[config.mk]
export PLATFORM = sky130hd
export DESIGN_NAME = mem_rmw_ctrl
export DESIGN_NICKNAME = d
export VERILOG_FILES = /design/src/rtl/mem_rmw_ctrl.sv
export SDC_FILE = /design/constraint.sdc
export NUM_CORES = 1
export LEC_CHECK = 0
export BUFFER_PORTS_ARGS = -buffer_cell sky130_fd_sc_hd__buf_2
export CORE_MARGIN = 2
export CORE_UTILIZATION = 45
export DETAILED_ROUTE_END_ITERATION = 6
export PLACE_DENSITY = 0.7
export SETUP_SLACK_MARGIN = 0.3
export SYNTH_ARGS = -nofsm -noshare
export SYNTH_HDL_FRONTEND = slang
export SYNTH_SLANG_ARGS = --single-unit
[constraint.sdc]
create_clock -name clk_i -period 2.05 [get_ports clk_i]
set_input_delay 0.1025 -clock clk_i [delete_from_list [all_inputs] [get_ports clk_i]]
set_output_delay 0.1025 -clock clk_i [all_outputs]
set_load 0.05 [all_outputs]
[src/rtl/mem_rmw_ctrl.sv]
// Posted-store write buffer with read-modify-write drain to a line RAM, plus a combinational load path.
// Latency: a full-line store writes the cycle after acceptance; a sub-word store fetches, then writes one cycle later.
// Backpressure: wr_ready_o drops when the buffer is full; loads stall on RAW hazards, a full buffer, or while a drain is in flight.
module mem_rmw_ctrl #(
  parameter int          DATA_W     = 32,
  parameter int          WBUF_DEPTH = 2,
  parameter int unsigned MAP_ZERO   = 0
) (
  input  logic                              clk_i,
  input  logic                              rstn_i,
  input  logic                              rd_valid_i,
  input  logic                              rd_sext_i,
  input  logic [1:0]                        rd_acc_i,
  input  logic [31:0]                       rd_addr_i,
  output logic [DATA_W-1:0]                 rd_data_o,
  output logic                              rd_stall_o,
  output logic                              rd_misalign_o,
  input  logic                              wr_valid_i,
  input  logic [1:0]                        wr_acc_i,
  input  logic [31:0]                       wr_addr_i,
  input  logic [DATA_W-1:0]                 wr_data_i,
  output logic                              wr_ready_o,
  output logic                              wr_misalign_o,
  output logic [31:0]                       mem_addr_r_o,
  input  logic [DATA_W-1:0]                 mem_data_r_i,
  output logic                              mem_wr_en_o,
  output logic [31:0]                       mem_addr_w_o,
  output logic [DATA_W-1:0]                 mem_data_w_o,
  output logic [$clog2(WBUF_DEPTH+1)-1:0]   wbuf_count_o
);

  localparam int BYTES = DATA_W / 8;
  localparam int OFF_W = $clog2(BYTES);
  localparam int PTR_W = (WBUF_DEPTH > 1) ? $clog2(WBUF_DEPTH) : 1;
  localparam int CNT_W = $clog2(WBUF_DEPTH + 1);

  localparam logic [31:0]      LANE_M   = 32'(BYTES - 1);
  localparam logic [31:0]      BASE     = 32'(MAP_ZERO);
  localparam logic [CNT_W-1:0] FULL_CNT = CNT_W'(WBUF_DEPTH);

  typedef enum logic [1:0] {
    ST_RESET,
    ST_IDLE,
    ST_FETCH,
    ST_STORE
  } state_t;

  // RAM line address of a CPU byte address.
  function automatic logic [31:0] line_of(input logic [31:0] a);
    return (a & ~LANE_M) - BASE;
  endfunction

  // An access is misaligned if the address is not a multiple of its size;
  // doubles do not exist on a 32-bit line.
  function automatic logic misal(input logic [1:0] acc, input logic [31:0] a);
    logic m;
    case (acc)
      2'd0:    m = 1'b0;
      2'd1:    m = a[0];
      2'd2:    m = |a[1:0];
      default: m = (DATA_W == 32) | (|a[2:0]);
    endcase
    return m;
  endfunction

  // LSB-aligned lane mask for an access size; a line-sized access covers everything.
  function automatic logic [DATA_W-1:0] size_mask(input logic [1:0] acc);
    logic [DATA_W-1:0] m;
    m = '0;
    case (acc)
      2'd0:    m[7:0]  = '1;
      2'd1:    m[15:0] = '1;
      2'd2:    m[31:0] = '1;
      default: m       = '1;
    endcase
    return m;
  endfunction

  // True when the access covers the whole line, so no fetch is needed.
  function automatic logic is_full(input logic [1:0] acc);
    return (acc == 2'd3) || ((acc == 2'd2) && (DATA_W == 32));
  endfunction

  function automatic logic [PTR_W-1:0] ptr_inc(input logic [PTR_W-1:0] p);
    if (p == PTR_W'(WBUF_DEPTH - 1)) return '0;
    return p + PTR_W'(1);
  endfunction

  state_t               state_q, state_d;
  logic [1:0]           acc_q  [WBUF_DEPTH];
  logic [1:0]           acc_d  [WBUF_DEPTH];
  logic [31:0]          addr_q [WBUF_DEPTH];
  logic [31:0]          addr_d [WBUF_DEPTH];
  logic [DATA_W-1:0]    data_q [WBUF_DEPTH];
  logic [DATA_W-1:0]    data_d [WBUF_DEPTH];
  logic [WBUF_DEPTH-1:0] vld_q, vld_d;
  logic [PTR_W-1:0]     head_q, head_d;
  logic [PTR_W-1:0]     tail_q, tail_d;
  logic [CNT_W-1:0]     count_q, count_d;
  logic [DATA_W-1:0]    old_q, old_d;

  logic                 push, pop, hazard, defer, has_work;
  logic [1:0]           hd_acc, eff_acc;
  logic [31:0]          hd_addr, hd_line;
  logic [DATA_W-1:0]    hd_data, merged;
  logic [31:0]          rd_line;
  logic [DATA_W-1:0]    rd_ext;

  assign hd_acc  = acc_q[head_q];
  assign hd_addr = addr_q[head_q];
  assign hd_data = data_q[head_q];
  assign hd_line = line_of(hd_addr);
  assign rd_line = line_of(rd_addr_i);

  // Handshake, misalignment flags and the load stall decision.
  always_comb begin
    wr_misalign_o = wr_valid_i & misal(wr_acc_i, wr_addr_i);
    rd_misalign_o = rd_valid_i & misal(rd_acc_i, rd_addr_i);
    wr_ready_o    = (state_q != ST_RESET) && (count_q < FULL_CNT);
    // A misaligned store still completes its handshake but never enters the buffer.
    push          = wr_valid_i & wr_ready_o & ~wr_misalign_o;
    pop           = (state_q == ST_STORE);
    hazard        = 1'b0;
    for (int i = 0; i < WBUF_DEPTH; i++) begin
      if (vld_q[i] && (line_of(addr_q[i]) == rd_line)) hazard = 1'b1;
    end
    hazard        = hazard & rd_valid_i;
    rd_stall_o    = rd_valid_i & ~rd_misalign_o &
                    ((state_q != ST_IDLE) | hazard | (count_q == FULL_CNT));
    wbuf_count_o  = count_q;
  end

  // Drain FSM next state; a store arriving into an empty buffer is considered
  // immediately so that it can start draining on its acceptance edge.
  always_comb begin
    state_d  = state_q;
    has_work = (count_q != '0) | push;
    eff_acc  = (count_q != '0) ? hd_acc : wr_acc_i;
    // An independent load gets priority over the drain unless the buffer is full.
    defer    = rd_valid_i & ~hazard & (count_q < FULL_CNT);
    case (state_q)
      ST_RESET: state_d = ST_IDLE;
      ST_IDLE: begin
        if (has_work && !defer) state_d = is_full(eff_acc) ? ST_STORE : ST_FETCH;
      end
      ST_FETCH: state_d = ST_STORE;
      ST_STORE: state_d = ST_IDLE;
      default:  state_d = ST_RESET;
    endcase
  end

  // Write-buffer push/pop bookkeeping and old-line capture during a fetch.
  always_comb begin
    acc_d   = acc_q;
    addr_d  = addr_q;
    data_d  = data_q;
    vld_d   = vld_q;
    head_d  = head_q;
    tail_d  = tail_q;
    old_d   = old_q;
    count_d = count_q + CNT_W'(push) - CNT_W'(pop);
    if (pop) begin
      vld_d[head_q] = 1'b0;
      head_d        = ptr_inc(head_q);
    end
    if (push) begin
      acc_d[tail_q]  = wr_acc_i;
      addr_d[tail_q] = wr_addr_i;
      data_d[tail_q] = wr_data_i;
      vld_d[tail_q]  = 1'b1;
      tail_d         = ptr_inc(tail_q);
    end
    if (state_q == ST_FETCH) old_d = mem_data_r_i;
  end

  // Merge the head store into the fetched line; line-sized stores bypass the merge.
  always_comb begin
    logic [OFF_W+2:0]  sh;
    logic [DATA_W-1:0] m;
    sh = {hd_addr[OFF_W-1:0], 3'b000};
    m  = size_mask(hd_acc);
    if (is_full(hd_acc)) merged = hd_data;
    else                 merged = (old_q & ~(m << sh)) | ((hd_data & m) << sh);
  end

  // Load lane extraction with sign/zero extension.
  always_comb begin
    logic [OFF_W+2:0]  sh;
    logic [DATA_W-1:0] line_sh, m, top;
    logic              neg;
    sh      = {rd_addr_i[OFF_W-1:0], 3'b000};
    line_sh = mem_data_r_i >> sh;
    m       = size_mask(rd_acc_i);
    top     = m & ~(m >> 1);
    neg     = rd_sext_i & (|(line_sh & top));
    rd_ext  = (line_sh & m) | (neg ? ~m : '0);
  end

  // RAM-side outputs: read port shared by fetch and unstalled loads.
  always_comb begin
    mem_addr_r_o = '0;
    rd_data_o    = '0;
    mem_wr_en_o  = 1'b0;
    mem_addr_w_o = '0;
    mem_data_w_o = '0;
    if (state_q == ST_FETCH) begin
      mem_addr_r_o = hd_line;
    end else if (rd_valid_i && !rd_stall_o && !rd_misalign_o) begin
      mem_addr_r_o = rd_line;
      rd_data_o    = rd_ext;
    end
    if (state_q == ST_STORE) begin
      mem_wr_en_o  = 1'b1;
      mem_addr_w_o = hd_line;
      mem_data_w_o = merged;
    end
  end

  // State and buffer registers; reset discards any buffered stores.
  always_ff @(posedge clk_i) begin
    if (!rstn_i) begin
      state_q <= ST_RESET;
      vld_q   <= '0;
      head_q  <= '0;
      tail_q  <= '0;
      count_q <= '0;
      old_q   <= '0;
      for (int i = 0; i < WBUF_DEPTH; i++) begin
        acc_q[i]  <= '0;
        addr_q[i] <= '0;
        data_q[i] <= '0;
      end
    end else begin
      state_q <= state_d;
      vld_q   <= vld_d;
      head_q  <= head_d;
      tail_q  <= tail_d;
      count_q <= count_d;
      old_q   <= old_d;
      acc_q   <= acc_d;
      addr_q  <= addr_d;
      data_q  <= data_d;
    end
  end

endmodule

Word-level counts from Yosys, hierarchy flattened

Index checks and enable logic that the tools add are counted.

Muxes and demuxes: 51
Magnitude comparators: 8
Bitwise gates (word level): 31
Shift-type cells: 3
Add/sub/neg operators: 4
Equality and inequality tests: 17
Reductions and logical operators: 26

Operators by type and width:

| cell                                          | count |
|---|---|
| two-way mux 32 bit                            | 15 |
| AND 32 bit                                    | 5 |
| bitwise mux 64 bit                            | 2 |
| inverter 32 bit                               | 2 |
| bitwise OR 32 bit                             | 2 |
| left shift 32 x 5 -> 32 bit                   | 2 |
| == test 30 bit                                | 2 |
| demux 32 bit (select 1 bit)                   | 1 |
| two-way mux 16 bit                            | 2 |
| inverter 31 -> 32 bit                         | 1 |
| OR reduction 32 bit                           | 1 |
| right shift 32 x 5 -> 32 bit                  | 1 |
| == test 2 bit, second input constant          | 9 |
| two-way mux 2 bit                             | 8 |
| two-way mux 8 bit                             | 2 |
| two-way mux 1 bit                             | 14 |
| AND 1 bit                                     | 10 |
| OR reduction 2 bit                            | 5 |
| logical AND 1 bit                             | 9 |
| == test 2 x 1 -> 1 bit, second input constant | 4 |
| zero test 2 bit                               | 4 |
| one-hot mux 1 bit (3 select lines)            | 2 |
| one-hot mux 2 bit (3 select lines)            | 1 |
| bitwise mux 4 bit                             | 1 |
| 21 further kinds                              | 35 |

Register bits: 172
Logic and storage cells: 152
Output and inout port bits: 135
Bits of input ports: 137

Logic depth before layout (Yosys ltp)

Gate-level depths: netlist of the first run.

Word-level depth: 13
Gate-level depth with buffers: 10

Least setup slack after synthesis of the first run

No wires, ideal clock.

Path kind: register -> register
Start point: register state_q[0]
End point: register count_q[1], in the netlist wbuf_count_o[1]
Library setup time: 115 ps
Slack: -628 ps
Data arrival time: 2,563 ps
Cell stages (with the launch flop): 11
Path through: dfxtp_1 > inv_1 > ha_1 > nor2_1 > nand3_2 > ha_1 > inv_1 > ha_1 > xnor2_1 > xnor2_1 > and2_1

Cells in the longest elaborated chain, start to end: 6

RTL lines:

| what                      | RTL line | source |
|---|---|---|
| start, declared           | 89       | `state_t state_q, state_d;` |
| start signal, assigned    | 234      | `state_q <= state_d;` |
| nonzero test 2 bit        | 119      | `wr_ready_o = (state_q != ST_RESET) && (count_q < FULL_CNT);` |
| logical AND 1 bit         | 119      |  |
| net wr_ready_o            | 22       | `output logic wr_ready_o,` |
| AND 1 bit (2 in series)   | 121      | `push = wr_valid_i & wr_ready_o & ~wr_misalign_o;` |
| adder 2 x 1 -> 2 bit      | 161      | `count_d = count_q + CNT_W'(push) - CNT_W'(pop);` |
| subtractor 2 x 1 -> 2 bit | 161      |  |
| end signal, assigned      | 238      | `count_q <= count_d;` |
| end, declared             | 99       | `logic [CNT_W-1:0] count_q, count_d;` |

The timed path passes the listed nets, and every way through them passes these cells.
A chain may end at the register's enable or synchronous reset.

Worst setup path after layout of the first run

Start point: register head_q
End point: output port mem_data_w_o[17]

Cells in the longest elaborated chain, start to end: 13

RTL lines:

| what                                                             | RTL line      | source |
|---|---|---|
| start, declared                                                  | 97            | `logic [PTR_W-1:0] head_q, head_d;` |
| start signal, assigned                                           | 224           | `head_q <= '0;` |
| start signal, assigned                                           | 236           | `head_q <= head_d;` |
| inverter 1 -> 2 bit (not written as such) (*)                    | 109, 110, 111 |  |
| two-way mux 2 bit (not written as such) (3 in series)            | 109           | `assign hd_acc = acc_q[head_q];` |
| == test 2 x 1 -> 1 bit / zero test 2 bit (equally long branches) | 70            | `case (acc)` |
| OR reduction 2 bit (no line)                                     | --            |  |
| two-way mux 16 bit                                               | 70            |  |
| left shift 32 x 5 -> 32 bit                                      | 183           | `else merged = (old_q & ~(m << sh)) \| ((hd_data & m) << sh);` |
| inverter 32 bit                                                  | 183           |  |
| AND 32 bit                                                       | 183           |  |
| bitwise OR 32 bit                                                | 183           |  |
| two-way mux 32 bit (*)                                           | 182           | `if (is_full(hd_acc)) merged = hd_data;` |
| two-way mux 32 bit (*)                                           | 212           | `if (state_q == ST_STORE) begin` |
| end, declared                                                    | 28            | `output logic [DATA_W-1:0] mem_data_w_o,` |

Every way passes the cells marked *; elsewhere a longest branch is shown, timed or not. The select of a mux whose other input is x is not followed.

==> results of run 1 <==
==> per-layer routing <==
| metal | vias up | global-route usage | part of all wire |
|---|---|---|---|
| li1 | 5500 | - | - |
| met1 | 6203 | 0.454 | 0.37 |
| met3 | 292 | 0.0569 | 0.11 |
| met4 | 0 | 0.123 | 0.054 |
| met2 | 981 | 0.583 | 0.47 |
| met5 | - | 0 | 0 |
==> cells by family (layout without fill, tap and decap cells) <==
kind of cell,after synthesis,in the layout,share of synthesized area
simple gates,475,475,0.203
compound gates,290,290,0.214
flops,172,172,0.338
mux,125,128,0.126
buf+inv,107,695,0.0557
xor+xnor,63,63,0.0541
fa+ha+maj,7,7,0.00859
other cells,1,5,0.000368
==> state kept, by name, summed over array words and instances (netlist names) <==
register / flops
wbuf_count_o: 2
old_q: 32
addr_q: 64
vld_q: 2
data_q: 64
head_q: 1
tail_q: 1
acc_q: 4
state_q: 2
==> cell usage after synthesis, types with 2 or more instances <==
| master | number |
|---|---|
| o21ai_0 | 15 |
| and3b_1 | 8 |
| buf_4 | 19 |
| dfxtp_1 | 172 |
| a22oi_1 | 2 |
| o2bb2ai_1 | 30 |
| mux2_2 | 25 |
| a222oi_1 | 15 |
| nor3_1 | 5 |
| buf_6 | 8 |
| nand4_1 | 30 |
| a31oi_1 | 2 |
| ha_1 | 7 |
| a21boi_1 | 135 |
| inv_1 | 7 |
| nor2_2 | 3 |
| o211a_1 | 16 |
| and2_1 | 3 |
| nand3_1 | 11 |
| buf_2 | 28 |
| clkbuf_1 | 42 |
| o21ai_1 | 3 |
| a22o_1 | 8 |
| nand2_1 | 295 |
| a21oi_2 | 2 |
| xnor2_1 | 62 |
| a21oi_1 | 37 |
| a211oi_1 | 9 |
| o21a_1 | 9 |
| buf_1 | 2 |
| nor2_1 | 71 |
| mux2i_1 | 98 |
| nor4_1 | 8 |
| nor2b_1 | 34 |
==> worst min-delay path by stage <==
stage	start	endpoint	slack (ps)	depth (start not counted)
3_5_place_dp	wr_addr_i[11]	addr_q[43]$_SDFFE_PN0P_	350	3
4_1_cts	mem_data_r_i[18]	old_q[18]$_SDFFE_PN0P_	2	3
2_1_floorplan	wr_addr_i[15]	addr_q[15]$_SDFFE_PN0P_	230	2
5_1_grt	mem_data_r_i[20]	old_q[20]$_SDFFE_PN0P_	30	3
3_3_place_gp	wr_addr_i[11]	addr_q[43]$_SDFFE_PN0P_	350	3
6_report	mem_data_r_i[20]	old_q[20]$_SDFFE_PN0P_	9	3
==> power by group through the flow <==
stage | Clock, mW | Combinational [mW] | Sequential [mW]
after global placement | 0 | 6.57 | 4.21
after detailed placement | 0 | 6.64 | 4.23
after CTS | 3.47 | 7.88 | 4.17
final | 3.52 | 9.50 | 4.25
after floorplan | 0 | 4.52 | 4.23
after global routing | 3.64 | 9.73 | 4.27
==> per-stage QoR <==
| stage | util | cell area (um^2) |
|---|---|---|
| 3_3_place_gp | 0.675 | 15100 |
| 6_report | 0.893 | 20000 |
| 2_1_floorplan | - | 12200 |
| 3_5_place_dp | 0.675 | 15100 |
| 5_1_grt | 0.893 | 20000 |
| 4_1_cts | 0.821 | 18400 |
==> timing repair <==
item	in CTS	in global routing
buffers inserted	38	23
resized for setup	352	255
endpoints found under the setup margin	132	213
hold endpoints to repair	154	0
cloned	9	17
hold buffers	88	0
pin swaps	60	151
==> critical path, delay by kind of cell (launching register included) <==
| kind | cells | cell delay [ps] |
|---|---|---|
| AND/OR/NAND/NOR | 2 | 240 |
| flip-flops | 1 | 420 |
| AO/OA/AOI/OAI | 2 | 510 |
| multiplexers | 1 | 320 |
| buffers and inverters | 4 | 740 |
==> layout make-up <==
type	count	area [um^2]
tap	285	357
timing repair buffer	655	6270
antenna	1	2.50
fill	946	2400
clock buffer	17	425
sequential	172	3500
clock inverter	15	218
inverter	8	37.5
multi-input combinational	967	9230
==> metrics.txt, run 1 <==
Post-Place Worst Slack=-171 ps; Post-synth ARST share=0; Pwr Density=between 800 and 900 nW/um^2; Hold WS=just over 9 ps; core box area=~22000 um^2; Setup Viol. Count Final=125; Synth top area share=0.338; final period utilization=1.36; synthesis-to-layout area growth=96.5%; critical path class=flop to primary output; DRC Markers=63; final wirelength=around 53000 um; DIE HEIGHT=155 um; Gate power share=0.550; Final WS setup=-747 ps; Sink Count=roughly 170; Flop pwr share=0.246; post-synthesis sequential area ratio=0.338; CP cell instances=buf_4 > mux2i_4 > buf_4 > nand3_1 > o21ai_1 > a222oi_1 > buf_4 > nor2_4 > buf_8; I/O pin cnt=between 200 and 300; maximum clock frequency=around 0.36 GHz; Net Sw Power=7.47 mW; Post-synth EDFFs=0; post-synth cell types=53; clk buf depth=2; Final HPWL DP=roughly 27000 um; Final Power=17.3 mW; Worst setup SP type=flop; initial antenna violation count=1; Hold Vio Cnt, Final=0; Worst Setup EP=mem_data_w_o[17]; clk slew on worst S/H paths=around 80 ps; Slew HR=0.645; # rows=55; RSZ-0062 raised after global routing=true; share of layout cells above drive strength 1=0.565; reg2reg end=state_q[0]$_SDFFE_PN0P_; WP data arrival=around 2700 ps; most frequent cells in the layout=nand2_1, buf_4, buf_2; Worst path most repeated cell=buf_4; Main synth FF type=dfxtp_1; Worst R2R Setup Slack=~70 ps; clock tree from TritonCTS=done; Worst-Skew Late Latency=between 400 and 500 ps; critical path required time=slightly below 2000 ps; Worst Tran Pin Value=around 530 ps; Die Area=23900 um^2; CP Capture Type=primary output; internal power=a little under 10 mW; largest net degree at the start of global routing=60; leading cell type in the layout, fill and taps excluded=nand2_1; total negative setup slack=-61300 ps; clock network power share=0.204; DR vias/cell=between 6 and 7; Tmin final=between 2000 and 3000 ps; Worst R2R Start=addr_q[5]$_SDFFE_PN0P_; Total GRT Usage=0.348; CP Max Fanout=9; Tightest Hold Check Type=primary input to flop; number of buffers created by CTS=17; Syn Area/Cell=between 8 and 9 um^2; cell taking the most area after synthesis=dfxtp_1; Clock Skews=roughly 18 ps; post-synth design cell area=slightly above 10000 um^2; Iteration-0 DRC Markers=between 1500 and 2000; total gr overflow=0; Synth Register Bits=between 150 and 200; 1st-pass router iterations=7; nets=1965; dpl cells=between 1500 and 2000; first-pass GRT wire length=65100 um; Slew Viols, Final=0; final std cells w/o fill=approximately 2100; synth warn=0; Post-Syn Instances=~1200; DIE WIDTH=155 um; htree depth=4; DR WL/cell=25.0 um; P_leak=slightly below 8 nW; worst setup path startpoint=head_q$_SDFFE_PN0P_; CP peak stage delay=420 ps; Max VDD drop=approximately 0.7 mV; Vias=~13000; status=finished, violations left; I/O Buffers=about 270; slowest cell on the critical path=dfxtp_4; GP Congestion=approximately 0.94; initial core utilization=0.455; vias in the first global route=approximately 12000; Clock Root Buffer=clkbuf_16; Routed Antenna Nets=0; Max-cap violations=0; failing checks=design-rule violations, negative setup slack; Reg2Reg Depth=8; top cells by area in the synthesized netlist=dfxtp_1, nand2_1, a21boi_1, mux2i_1, xnor2_1; Switching Share=0.432
Note: power is estimated with default switching activity, not from simulation.
==> run 2: changes to the inputs <==
--- a/config.mk
+++ b/config.mk
@@ -10,6 +10,7 @@
 export CORE_UTILIZATION = 45
 export DETAILED_ROUTE_END_ITERATION = 6
 export PLACE_DENSITY = 0.7
+export RECOVER_POWER = 50
 export SETUP_SLACK_MARGIN = 0.3
 export SYNTH_ARGS = -nofsm -noshare
 export SYNTH_HDL_FRONTEND = slang
==> metrics.txt, run 2 (synthesis gave the netlist of run 1 again) <==
status=finished, violations left; failing checks=design-rule violations, negative setup slack; Worst R2R Start=state_q[1]$_SDFFE_PN0P_; Max-cap violations=0 (unchanged); Slew Viols, Final=0 (unchanged); WP data arrival=2690 ps (about the same); clk slew on worst S/H paths=80 ps (about the same); Vias=13000 (+0.15%); Clock Root Buffer=clkbuf_16; I/O Buffers=267 (unchanged); number of buffers created by CTS=17 (unchanged); post-route cell area=20000 um^2 (-0.24%); final period utilization=1.36 (-0.00321); Reg2Reg Depth=5 (-3); largest net degree at the start of global routing=60 (unchanged); hold path cells=3 (unchanged); first-pass GRT wire length=65100 um (unchanged); Worst Tran Pin Value=946 ps (+413 ps); DR WL/cell=25.0 um (about the same); most frequent cells in the layout=nand2_1, buf_4, buf_2; Worst R2R Setup Slack=-40 ps (-110 ps); leading cell type in the layout, fill and taps excluded=nand2_1; I/O pin cnt=272 (unchanged); CP Max Fanout=9 (unchanged); CP Capture Type=primary output; Hold Vio Cnt, Final=0 (unchanged); worst hold start=mem_data_r_i[18]; Setup Viol. Count Final=256 (+100%); initial antenna violation count=1 (unchanged); Routed Antenna Nets=0 (unchanged); Final HPWL DP=27000 um (unchanged); Tightest Hold Check Type=primary input to flop; DIE WIDTH=155 um (unchanged); Slew HR=0.369 (-0.276); RSZ-0062 raised after global routing=true; total gr overflow=0 (unchanged); Worst-Skew Late Latency=470 ps (about the same); maximum clock frequency=0.358 GHz (+0.24%); Worst setup SP type=flop; reg2reg end=head_q$_SDFFE_PN0P_; clock tree from TritonCTS=done; vias in the first global route=11900 (unchanged); DRC Markers=38 (-40%); critical path class=flop to primary output; DR vias/cell=6.13 (+0.15%); 1st-pass router iterations=7 (unchanged); P_leak=7.74 nW (-0.38%); Worst Hold Path EP=old_q[18]$_SDFFE_PN0P_; final std cells w/o fill=2120 (unchanged); Post-Place Cell Area=15100 um^2 (unchanged); Clock Skews=21.3 ps (+2.86 ps); Iteration-0 DRC Markers=1664 (+2.1%); htree depth=4 (unchanged); critical path required time=1950 ps (about the same); core box area=22400 um^2 (unchanged); Pwr Density=863 nW/um^2 (+0.12%); GP Congestion=0.937 (unchanged); Hold WS=4.02 ps (-5.33 ps); utilization after layout=0.891 (-0.00212); final wirelength=53000 um (about the same); Die Area=23900 um^2 (unchanged); Max VDD drop=0.698 mV (+1.1%); Total GRT Usage=0.348 (unchanged); Final WS setup=-741 ps (+6.58 ps); synthesis-to-layout area growth=96.0%; clk buf depth=2 (unchanged); total negative setup slack=-78500 ps (-17200 ps); DIE HEIGHT=155 um (unchanged); share of layout cells above drive strength 1=0.561 (-0.00491); Largest regs=addr_q x64, data_q x64, old_q x32; initial core utilization=0.455 (unchanged); Sink Count=172 (unchanged); Tmin final=2790 ps (-6.58 ps); dpl cells=1912 (unchanged); # rows=55 (unchanged); nets=1965 (unchanged)
-- run 2: cell types whose count changed in the layout (fill, tap and decap cells not counted), sizes merged --
cell    change
buf        -10
clkbuf     +10
-- run 2: critical path, cell delays in order, from the launching register on --
cell and delay, ps:
dfxtp_4 420, buf_4 160, mux2i_4 310, buf_4 250, nand3_1 150, o21ai_1 300, a222oi_1 190, buf_4 180
nor2_4 100, buf_8 150
-- run 2: area by class of cell --
class	count	area [um^2]
antenna	1	2.50
clock buffer	17	425
clock inverter	15	218
fill	953	2440
inverter	8	37.5
multi-input combinational	967	9210
sequential	172	3500
tap	285	357
timing repair buffer	655	6240
-- run 2: per-layer routing --
metal,share of wire,up-vias,track usage
met3,0.11,313,0.0569
met1,0.37,6201,0.454
met2,0.47,997,0.583
met5,0,-,0
li1,-,5485,-
met4,0.058,0,0.123
-- run 2: how the worst max path moves through the flow --
| stage | from | end | slack (ps) | depth (start not counted) |
|---|---|---|---|---|
| finish | head_q$_SDFFE_PN0P_ | mem_data_w_o[17] | -740 | 9 |
| global route | addr_q[8]$_SDFFE_PN0P_ | rd_data_o[8] | -780 | 10 |
| global placement | head_q$_SDFFE_PN0P_ | mem_data_w_o[29] | -110 | 6 |
| detailed placement | head_q$_SDFFE_PN0P_ | mem_data_w_o[8] | -170 | 8 |
| CTS | addr_q[19]$_SDFFE_PN0P_ | rd_data_o[13] | -540 | 10 |
| floorplan | state_q[0]$_SDFFE_PN0P_ | wbuf_count_o[1]$_SDFF_PN0_ | 30 | 10 |
-- run 2: timing repair --
action | in CTS | in global routing
hold buffers | 88 | 0
cloned | 9 | 17
hold endpoints to repair | 154 | 0
setup buffers | 38 | 23
pin swaps | 60 | 151
setup endpoints to repair | 132 | 213
resized for setup | 352 | 255
-- run 2: report_power, final --
group          switching (mW)  internal [mW]  total, mW
combinational            5.29           4.17       9.47
clock                    1.74           1.79       3.53
sequential              0.444           3.81       4.25
total                    7.48           9.77       17.2
-- run 2: metrics by stage --
stage                     worst slack (ps)  power, mW
final                                 -741       17.2
after global routing                  -777       17.6
after CTS                             -539       15.5
after detailed placement              -171       10.9
after global placement                -111       10.8
after floorplan                       31.7       8.75
